[src/rtl/hack_pkg.sv]
// Shared constants for the Hack ALU: control-bit positions, named operation encodings, arbiter states.
// Pure definitions; no logic, no latency, no flow control.
package hack_pkg;

    localparam int HACK_W = 16;

    // Control word layout is {zx,nx,zy,ny,f,no}, zx in the MSB
    localparam int ZX = 5;
    localparam int NX = 4;
    localparam int ZY = 3;
    localparam int NY = 2;
    localparam int F  = 1;
    localparam int NO = 0;

    localparam logic [5:0] ALU_ZERO      = 6'b101010;
    localparam logic [5:0] ALU_ONE       = 6'b111111;
    localparam logic [5:0] ALU_X_PLUS_Y  = 6'b000010;
    localparam logic [5:0] ALU_X_MINUS_Y = 6'b010011;
    localparam logic [5:0] ALU_X_AND_Y   = 6'b000000;
    localparam logic [5:0] ALU_NOT_X     = 6'b001101;

    typedef enum logic {
        IDLE = 1'b0,
        HOLD = 1'b1
    } state_t;

endpackage

[src/rtl/hack_alu_arbiter_if.sv]
// Request/response bundle between two requesters, the shared ALU arbiter and its consumer.
// master = requesters plus consumer side, slave = arbiter side.
interface hack_alu_arbiter_if
    import hack_pkg::*;
#(
    parameter int WIDTH = HACK_W,
    parameter int CNT_W = 16
);
    logic [1:0]         req_valid;
    logic [1:0]         req_ready;
    logic [2*WIDTH-1:0] req_x;
    logic [2*WIDTH-1:0] req_y;
    logic [11:0]        req_ctrl;
    logic               rsp_valid;
    logic               rsp_ready;
    logic               rsp_id;
    logic [WIDTH-1:0]   rsp_out;
    logic               rsp_zr;
    logic               rsp_ng;
    logic [CNT_W-1:0]   op_count;

    modport master (
        output req_valid, req_x, req_y, req_ctrl, rsp_ready,
        input  req_ready, rsp_valid, rsp_id, rsp_out, rsp_zr, rsp_ng, op_count
    );

    modport slave (
        input  req_valid, req_x, req_y, req_ctrl, rsp_ready,
        output req_ready, rsp_valid, rsp_id, rsp_out, rsp_zr, rsp_ng, op_count
    );
endinterface

[src/rtl/hack_alu.sv]
// Combinational Hack ALU: x, y and six control bits to out plus zero/negative flags.
// Zero latency; no flow control.
module hack_alu
    import hack_pkg::*;
#(
    parameter int WIDTH = HACK_W
) (
    input  logic [WIDTH-1:0] x,
    input  logic [WIDTH-1:0] y,
    input  logic [5:0]       ctrl,
    output logic [WIDTH-1:0] out,
    output logic             zr,
    output logic             ng
);
    logic [WIDTH-1:0] xz, xn, yz, yn, r;

    always_comb begin
        xz  = ctrl[ZX] ? '0 : x;
        xn  = ctrl[NX] ? ~xz : xz;
        yz  = ctrl[ZY] ? '0 : y;
        yn  = ctrl[NY] ? ~yz : yz;
        // Carry out of the add is intentionally dropped
        r   = ctrl[F] ? (xn + yn) : (xn & yn);
        out = ctrl[NO] ? ~r : r;
    end

    assign zr = (out == '0);
    assign ng = out[WIDTH-1];

endmodule

[src/rtl/hack_alu_arbiter.sv]
// Round-robin share of one Hack ALU between two requesters; result registered, 1 cycle accept->rsp_valid.
// Held result stalls new accepts until rsp_ready; with rsp_ready high it streams one op per cycle.
module hack_alu_arbiter
    import hack_pkg::*;
#(
    parameter int WIDTH = HACK_W,
    parameter int CNT_W = 16
) (
    input  logic              clk,
    input  logic              rst_n,
    hack_alu_arbiter_if.slave bus
);
    state_t           state_q, state_d;
    logic             last_grant_q;
    logic             grant;
    logic             any_vld;
    logic             accept;
    logic             handshake;
    logic [WIDTH-1:0] x_sel, y_sel;
    logic [5:0]       ctrl_sel;
    logic [WIDTH-1:0] alu_out;
    logic             alu_zr, alu_ng;
    logic             rsp_id_q;
    logic [WIDTH-1:0] rsp_out_q;
    logic             rsp_zr_q, rsp_ng_q;
    logic [CNT_W-1:0] op_count_q;

    // On a tie, the requester not served last time wins
    always_comb begin
        grant = 1'b0;
        case (bus.req_valid)
            2'b01:   grant = 1'b0;
            2'b10:   grant = 1'b1;
            2'b11:   grant = ~last_grant_q;
            default: grant = 1'b0;
        endcase
    end

    assign any_vld       = |bus.req_valid;
    assign accept        = ((state_q == IDLE) || bus.rsp_ready) && any_vld;
    assign handshake     = (state_q == HOLD) && bus.rsp_ready;
    assign bus.req_ready = accept ? (grant ? 2'b10 : 2'b01) : 2'b00;

    assign x_sel    = grant ? bus.req_x[2*WIDTH-1:WIDTH] : bus.req_x[WIDTH-1:0];
    assign y_sel    = grant ? bus.req_y[2*WIDTH-1:WIDTH] : bus.req_y[WIDTH-1:0];
    assign ctrl_sel = grant ? bus.req_ctrl[11:6]         : bus.req_ctrl[5:0];

    hack_alu #(.WIDTH(WIDTH)) u_alu (
        .x    (x_sel),
        .y    (y_sel),
        .ctrl (ctrl_sel),
        .out  (alu_out),
        .zr   (alu_zr),
        .ng   (alu_ng)
    );

    always_comb begin
        state_d = state_q;
        case (state_q)
            IDLE:    if (accept) state_d = HOLD;
            HOLD:    if (bus.rsp_ready && !accept) state_d = IDLE;
            default: state_d = IDLE;
        endcase
    end

    always_ff @(posedge clk or negedge rst_n) begin
        if (!rst_n) begin
            state_q <= IDLE;
        end else begin
            state_q <= state_d;
        end
    end

    always_ff @(posedge clk or negedge rst_n) begin
        if (!rst_n) begin
            last_grant_q <= 1'b1;
            rsp_id_q     <= 1'b0;
            rsp_out_q    <= '0;
            rsp_zr_q     <= 1'b0;
            rsp_ng_q     <= 1'b0;
        end else if (accept) begin
            last_grant_q <= grant;
            rsp_id_q     <= grant;
            rsp_out_q    <= alu_out;
            rsp_zr_q     <= alu_zr;
            rsp_ng_q     <= alu_ng;
        end
    end

    always_ff @(posedge clk or negedge rst_n) begin
        if (!rst_n) begin
            op_count_q <= '0;
        end else if (handshake) begin
            op_count_q <= op_count_q + CNT_W'(1);
        end
    end

    assign bus.rsp_valid = (state_q == HOLD);
    assign bus.rsp_id    = rsp_id_q;
    assign bus.rsp_out   = rsp_out_q;
    assign bus.rsp_zr    = rsp_zr_q;
    assign bus.rsp_ng    = rsp_ng_q;
    assign bus.op_count  = op_count_q;

endmodule

[src/flat_wrapper.sv]
// flat-port wrapper written by rule: the top's interface ports become plain ports
module hack_alu_arbiter_flat import hack_pkg::*;
#(
    parameter int WIDTH = HACK_W,
    parameter int CNT_W = 16
)
  (clk, rst_n, bus_req_valid, bus_req_x, bus_req_y, bus_req_ctrl, bus_rsp_ready, bus_req_ready, bus_rsp_valid, bus_rsp_id, bus_rsp_out, bus_rsp_zr, bus_rsp_ng, bus_op_count);
  hack_alu_arbiter_if #(.WIDTH(WIDTH), .CNT_W(CNT_W)) bus_i ();
  input  logic clk;
  input  logic rst_n;
  input wire logic [$bits(bus_i.req_valid)-1:0] bus_req_valid;
  input wire logic [$bits(bus_i.req_x)-1:0] bus_req_x;
  input wire logic [$bits(bus_i.req_y)-1:0] bus_req_y;
  input wire logic [$bits(bus_i.req_ctrl)-1:0] bus_req_ctrl;
  input wire logic [$bits(bus_i.rsp_ready)-1:0] bus_rsp_ready;
  output wire logic [$bits(bus_i.req_ready)-1:0] bus_req_ready;
  output wire logic [$bits(bus_i.rsp_valid)-1:0] bus_rsp_valid;
  output wire logic [$bits(bus_i.rsp_id)-1:0] bus_rsp_id;
  output wire logic [$bits(bus_i.rsp_out)-1:0] bus_rsp_out;
  output wire logic [$bits(bus_i.rsp_zr)-1:0] bus_rsp_zr;
  output wire logic [$bits(bus_i.rsp_ng)-1:0] bus_rsp_ng;
  output wire logic [$bits(bus_i.op_count)-1:0] bus_op_count;
  assign bus_i.req_valid = bus_req_valid;
  assign bus_i.req_x = bus_req_x;
  assign bus_i.req_y = bus_req_y;
  assign bus_i.req_ctrl = bus_req_ctrl;
  assign bus_i.rsp_ready = bus_rsp_ready;
  assign bus_req_ready = bus_i.req_ready;
  assign bus_rsp_valid = bus_i.rsp_valid;
  assign bus_rsp_id = bus_i.rsp_id;
  assign bus_rsp_out = bus_i.rsp_out;
  assign bus_rsp_zr = bus_i.rsp_zr;
  assign bus_rsp_ng = bus_i.rsp_ng;
  assign bus_op_count = bus_i.op_count;
  hack_alu_arbiter #(.WIDTH(WIDTH), .CNT_W(CNT_W)) u_core (.clk(clk), .rst_n(rst_n), .bus(bus_i));
endmodule
[config.mk]
export PLATFORM = sky130hd
export DESIGN_NAME = hack_alu_arbiter_flat
export DESIGN_NICKNAME = d
export VERILOG_FILES = /design/src/rtl/hack_pkg.sv /design/src/rtl/hack_alu_arbiter_if.sv /design/src/rtl/hack_alu.sv /design/src/rtl/hack_alu_arbiter.sv /design/src/flat_wrapper.sv
export SDC_FILE = /design/constraint.sdc
export NUM_CORES = 1
export LEC_CHECK = 0
export CAP_MARGIN = 20
export CORE_MARGIN = 2
export CORE_UTILIZATION = 45
export DETAILED_ROUTE_END_ITERATION = 12
export GPL_ROUTABILITY_DRIVEN = 0
export PLACE_DENSITY = 0.79
export SLEW_MARGIN = 20
export SYNTH_ARGS = -nofsm -noshare
export SYNTH_HDL_FRONTEND = slang
export SYNTH_SLANG_ARGS = --single-unit
[constraint.sdc]
create_clock -name clk -period 11.5 [get_ports clk]
set_clock_uncertainty 0.1 [all_clocks]
set_input_delay 2.3 -clock clk [delete_from_list [all_inputs] [get_ports clk]]
set_output_delay 2.3 -clock clk [all_outputs]
set_load 0.02 [all_outputs]
==> results.yml, run 1 <==
status:
  outcome: "finished clean"
grt:
  gr-usage-all-layers_pct: 21.03
  grt_pass1_wl_um: 15280
  gr-total-overflow: 0
  grt_antenna_before_repair: 0
  grt_pass1_vias: 3529
  grt_max_degree: 42
min_path:
  hp-class: "flop to flop"
power_and_ir_drop:
  p_per_area_nw_per_um2: 161.0
  p_sw_share_pct: 43.65
  p_clk_share_pct: 10.8
  vdd_ir_drop_max_mv: 0.06428
  p_sw_mw: 0.3465
  p_int_mw: 0.4474
  power_frac_comb_pct: 65.0
  p_leak_nw: 2.009
  power_frac_seq_pct: 24.1
logic_synthesis:
  async_flop_share_pct: 100.0
  synth_edf_count: 0
  synth_seq_area_share_pct: 25.19
  yosysWarnings: 0
  syn_avg_cell_area_um2: 7.734
  synth_cells: 463
  yosysUniqueCellTypes: 56
  synth-compound-area-share_pct: 20.48
  synth_xor_area_share_pct: 14.92
  syn-cell-area_um2: 3581
  synth_top_flop_cell: "dfrtp_1"
  muxShareOfSynthArea_pct: 4.193
  syn_nets: 562
  synthAdderAreaFrac_pct: 6.499
  synth_top_family_by_area: "simple AND/OR/NAND/NOR gates"
  ys_ff_latch: 36
  synth-simple-area-share_pct: 25.65
layout:
  fillers: 650
  diodes: 0
  layout.nets: 670
  drive_gt1_share_pct: 5.769
  synthToLayoutAreaGrowth_pct: 37.70
  layout_commonest_cell: "clkdlybuf4s50_1"
  layout_common_cells: "118 x clkdlybuf4s50_1, 116 x nand2_1, 55 x xnor2_1"
  final_core_util_pct: 63.81
  fin_area_um2: 4931
detailed_routing:
  drc: 0
  vias: 3578
  drt_iter0_markers: 137
  ant_nets: 0
  drt_wl_total_um: 8828
  wl_per_cell_um: 13.10
  via_per_inst: 5.309
  dr.pass1.iters: 4
timing:
  setup_viol: 0
  max_slew_margin_pct: 54.61
  period_share_pct: 58.71
  fin_crit_ns: 6.751
  drv_slew: 0
  tightest_slew_ns: 0.6637
  layout_setup_ws_ns: 4.749
  rsz0062_at_grt: "no"
  clock.fmax_mhz: 148.1
  tns_ns: 0
  finalHoldViolCount: 0
cts:
  h-tree-depth: 2
  cts_hold_buf: 0
  clock_path_buffers: 2
  cts_buffers: 5
  postCtsResizedCells: 0
  cts_setup_buffers: 0
  root_buffer: "clkbuf_8"
  clk_pin_slew_ns: 0.07
  insertion_delay_ns: 0.28
  cts.sink_count: 36
  cts_tree: "yes"
worst_setup_path:
  critPathRequiredTime_ns: 11.59
  crit_type: "primary input to flop"
  endpoint_kind: "flop"
  cp_data_arrival_time_ns: 6.85
  cp_slowest_stage_delay_ns: 0.56
  crit_buf_inv: 1
  crit_chain: "clkdlybuf4s50_1 > nand2_1 > nand2_2 > nand2_1 > nand2_1 > a21oi_1 > xnor2_1 > ha_1 > fa_1 > a21o_1 > a221oi_4 > o21ai_2 > nor3b_1 > or4_4 > a221oi_2 > nand4_1 > o31ai_1"
  crit_path_frequent_cell: "nand2_1"
  crit_slowest_cell: "clkdlybuf4s50_1"
  path_delay_family: "simple AND/OR/NAND/NOR gates"
  start_kind: "primary input"
  critPathMaxFanout: 35
die:
  dieArea_um2: 8687
  start_util_pct: 46.34
  die_w_um: 93.21
  coreArea_um2: 7727
  rows: 32
  die_h_um: 93.21
  io_pins: 119
run:
  max-cap-violations: 0
placed_design:
  place_ws_ns: 4.117
  dpl_cell_area_um2: 4840
  dpl.hpwl_um: 7193
  port_buffers: 118
[final cells by class]
type	instances	area (um2)	area share (%)
multi-input cells	403	2579	52.30
repair buffers	125	1234	25.02
flip-flops and latches	36	902.1	18.29
well taps	102	127.6	2.588
clock buffers	6	72.57	1.472
clock inverters	2	16.27	0.3299
[flip-flops by register name, summed over array words and instances, names as in the netlist]
signal	flops
u_core.bus.op_count	16
u_core.bus.rsp_id	1
u_core.bus.rsp_ng	1
u_core.bus.rsp_out	15
u_core.bus.rsp_valid	1
u_core.bus.rsp_zr	1
u_core.last_grant_q	1
[cell usage after synthesis (8+ instances only)]
| cell | count | area [um2] |
|---|---|---|
| nand3_1 | 15 | 75.07 |
| a21o_1 | 10 | 75.07 |
| xnor2_1 | 55 | 481.7 |
| dfrtp_1 | 35 | 875.8 |
| ha_1 | 17 | 212.7 |
| nor2_1 | 19 | 71.32 |
| o21ai_0 | 17 | 85.08 |
| nand4_1 | 9 | 56.30 |
| a21oi_1 | 40 | 200.2 |
| nand2_1 | 117 | 439.2 |
| clkbuf_1 | 15 | 56.30 |
| mux2i_1 | 8 | 80.08 |
[metrics by stage]
step / instances / total power [mW] / hold WS (ns)
final: 674 / 0.7938 / 0.3746
after global routing: 674 / 0.8616 / 0.4131
after CTS: 674 / 0.7980 / 0.3825
after floorplan: 463 / 0.5404 / 0.4212
after detailed placement: 666 / 0.7084 / 0.3643
after global placement: 666 / 0.6954 / 0.3573
[worst paths after layout]
check	start	to	slack [ns]	cells past startpoint
worst max-delay path	bus_req_valid[0]	u_core.bus.rsp_zr$_DFFE_PN0P_	4.75	17
worst min-delay path	u_core.bus.rsp_out[8]$_DFFE_PN0P_	u_core.bus.rsp_out[8]$_DFFE_PN0P_	0.37	2
worst max register to register	u_core.last_grant_q$_DFFE_PN1P_	u_core.bus.rsp_zr$_DFFE_PN0P_	6.77	16
worst min register to register	u_core.bus.rsp_out[8]$_DFFE_PN0P_	u_core.bus.rsp_out[8]$_DFFE_PN0P_	0.37	2
max in group asynchronous	rst_n	u_core.last_grant_q$_DFFE_PN1P_	8.65	2
min in group asynchronous	rst_n	u_core.bus.op_count[9]$_DFFE_PN0P_	2.32	2
[layer usage]
| layer | GRT usage, % | wire [um] | vias to the layer above | part of all wire, % |
|---|---|---|---|---|
| li1 | - | - | 1847 | - |
| met5 | 0 | 0 | - | 0 |
| met4 | 5.147 | 33 | 0 | 0.37 |
| met2 | 37.26 | 4267 | 124 | 48 |
| met3 | 3.223 | 559 | 2 | 6.3 |
| met1 | 26.82 | 3969 | 1605 | 45 |
[logic make-up after synthesis]
logic type	Yosys count
compound gates	108
xor+xnor	61
fa+ha+maj	18
buf+inv	24
flops	36
mux	14
simple gates	202
[tightest hold or removal path, cell delays in order (launching register included)]
cell and delay, ns:
dfrtp_1 0.34, nand2_1 0.05, nand2_1 0.05
[power groups by stage]
stage	clock network [mW]	logic [mW]	registers, mW
detailed placement	0	0.514	0.195
CTS	0.0892	0.517	0.192
global placement	0	0.503	0.192
floorplan	0	0.308	0.233
finish	0.0860	0.516	0.192
global route	0.0948	0.570	0.197
(Power assumes the default switching activity.)
==> inputs of run 2 (changes only) <==
- CORE_UTILIZATION: 45 -> 43
- clock period: 11.5 -> 5.5 ns (I/O delays scaled with it)
==> results.yml, run 2 (synthesized netlist as in run 1, its figures left out) <==
power_and_ir_drop:
  p_sw_mw: 0.7321
  p_clk_share_pct: 11.4
  p_per_area_nw_per_um2: 339.3
  p_sw_share_pct: 43.30
  p_leak_nw: 2.041
  vdd_ir_drop_max_mv: 0.1246
  p_int_mw: 0.9585
  power_frac_seq_pct: 23.7
  power_frac_comb_pct: 65.0
run:
  max-cap-violations: 0
cts:
  cts_buffers: 5
  postCtsResizedCells: 0
  clk_pin_slew_ns: 0.07
  cts_tree: "yes"
  root_buffer: "clkbuf_8"
  insertion_delay_ns: 0.29
  h-tree-depth: 2
  clock_path_buffers: 2
  cts_setup_buffers: 0
  cts_hold_buf: 0
  cts.sink_count: 36
layout:
  layout.nets: 676
  fin_cells: 683
  final_core_util_pct: 61.25
  drive_gt1_share_pct: 6.574
  synthToLayoutAreaGrowth_pct: 39.13
  diodes: 0
  largest_register_ffs: 16
  layout_common_cells: "118 x clkdlybuf4s50_1, 117 x nand2_1, 55 x xnor2_1"
  layout_commonest_cell: "clkdlybuf4s50_1"
die:
  dieArea_um2: 9074
  coreArea_um2: 8134
  die_h_um: 95.26
  start_util_pct: 44.02
  die_w_um: 95.26
  io_pins: 119
  rows: 33
timing:
  finalHoldViolCount: 0
  tns_ns: 0
  tightest_slew_ns: 0.6324
  setup_viol: 0
  drv_slew: 0
  fin_crit_ns: 5.107
  max_slew_margin_pct: 57.69
  period_share_pct: 92.85
  clock.fmax_mhz: 195.8
  rsz0062_at_grt: "no"
grt:
  gr-total-overflow: 0
  grt_antenna_before_repair: 0
  grt_pass1_vias: 3469
  gr-usage-all-layers_pct: 20.93
  grt_pass1_wl_um: 15450
  grt_max_degree: 37
worst_setup_path:
  critPathRequiredTime_ns: 5.60
  critPathLaunch: "bus_req_valid[1]"
  r2r_setup_slack_ns: 1.24
  start_kind: "primary input"
  rr_worst_depth: 16
  reg2reg_from: "u_core.last_grant_q$_DFFE_PN1P_"
  critPathMaxFanout: 29
  r2r_end: "u_core.bus.rsp_zr$_DFFE_PN0P_"
  endpoint_kind: "flop"
  cp_data_arrival_time_ns: 5.20
  crit_type: "primary input to flop"
  critPathCapture: "u_core.bus.rsp_zr$_DFFE_PN0P_"
detailed_routing:
  wl_per_cell_um: 13.50
  vias: 3661
  drt_wl_total_um: 9220
  via_per_inst: 5.360
  drc: 0
  drt_iter0_markers: 158
  dr.pass1.iters: 4
  ant_nets: 0
placed_design:
  port_buffers: 118
  dpl.hpwl_um: 7470
  dp_cells: 675
status:
  outcome: "finished clean"
min_path:
  hp-class: "flop to flop"
==> run 2: cell count changes in the layout (fill, tap and decap cells not counted) <==
cell / previous run / this run
nand2_1: 116 / 117
clkinv_4: 1 / 0
nand2_2: 1 / 0
buf_4: 7 / 13
clkbuf_8: 5 / 6
==> run 2: through the flow <==
stage / hold WS, ns / power (mW) / setup slack (ns) / instance area [um2]
finish: 0.3738 / 1.691 / 0.3935 / 4982
floorplan: 0.4212 / 1.130 / 0.2621 / 3581
global placement: 0.3574 / 1.467 / 0.2717 / 4888
detailed placement: 0.3627 / 1.496 / 0.1469 / 4888
CTS: 0.3797 / 1.694 / 0.4490 / 4982
global route: 0.4021 / 1.827 / 0.1577 / 4982
==> run 2: routing by layer <==
| layer | track usage (%) | vias to the layer above | routed length [um] | part of all wire (%) |
|---|---|---|---|---|
| li1 | - | 1858 | - | - |
| met1 | 26.52 | 1643 | 4170 | 45 |
| met2 | 35.62 | 143 | 4175 | 45 |
| met3 | 3.874 | 17 | 675 | 7.3 |
| met4 | 7.246 | 0 | 199 | 2.2 |
| met5 | 0 | - | 0 | 0 |
==> run 2: worst min path at each step <==
| stage | to | cells after the start | slack, ns | startpoint |
|---|---|---|---|---|
| finish | u_core.bus.rsp_out[5]$_DFFE_PN0P_ | 2 | 0.37 | u_core.bus.rsp_out[5]$_DFFE_PN0P_ |
| global placement | u_core.bus.rsp_out[5]$_DFFE_PN0P_ | 2 | 0.36 | u_core.bus.rsp_out[5]$_DFFE_PN0P_ |
| detailed placement | u_core.bus.rsp_out[5]$_DFFE_PN0P_ | 2 | 0.36 | u_core.bus.rsp_out[5]$_DFFE_PN0P_ |
| global route | u_core.bus.rsp_out[5]$_DFFE_PN0P_ | 2 | 0.40 | u_core.bus.rsp_out[5]$_DFFE_PN0P_ |
| CTS | u_core.bus.rsp_out[5]$_DFFE_PN0P_ | 2 | 0.38 | u_core.bus.rsp_out[5]$_DFFE_PN0P_ |
| floorplan | u_core.last_grant_q$_DFFE_PN1P_ | 1 | 0.42 | u_core.last_grant_q$_DFFE_PN1P_ |
==> run 2: final cells by class <==
| type | count | area [um2] |
|---|---|---|
| clock inverter | 1 | 7.507 |
| multi-input combinational | 403 | 2576 |
| tap | 105 | 131.4 |
| fill | 717 | 3152 |
| clock buffer | 7 | 86.33 |
| timing repair buffer | 131 | 1279 |
| sequential | 36 | 902.1 |
==> run 2: power groups by stage <==
stage | Clock (mW) | Sequential [mW] | Combinational, mW
floorplan | 0 | 0.486 | 0.644
global placement | 0 | 0.400 | 1.07
detailed placement | 0 | 0.406 | 1.09
CTS | 0.199 | 0.400 | 1.10
global route | 0.209 | 0.413 | 1.20
finish | 0.192 | 0.400 | 1.10
==> run 2: worst max-delay path, cell delays in order <==
cell             delay, ns
clkdlybuf4s50_1       0.53
a21boi_4              0.33
buf_4                 0.34
nand2_1               0.09
a21oi_1               0.20
xnor2_1               0.10
ha_1                  0.37
a21o_1                0.21
a2111o_1              0.31
o21ai_1               0.24
o21ai_0               0.24
a21boi_0              0.18
a2111oi_0             0.47
buf_4                 0.20
nand4_1               0.08
o31ai_1               0.21
==> inputs of run 3 (changes only) <==
- HOLD_SLACK_MARGIN: unset -> 0.05
==> results of run 3 <==
No change in the layout: final DEF, timing and power equal those of run 2.
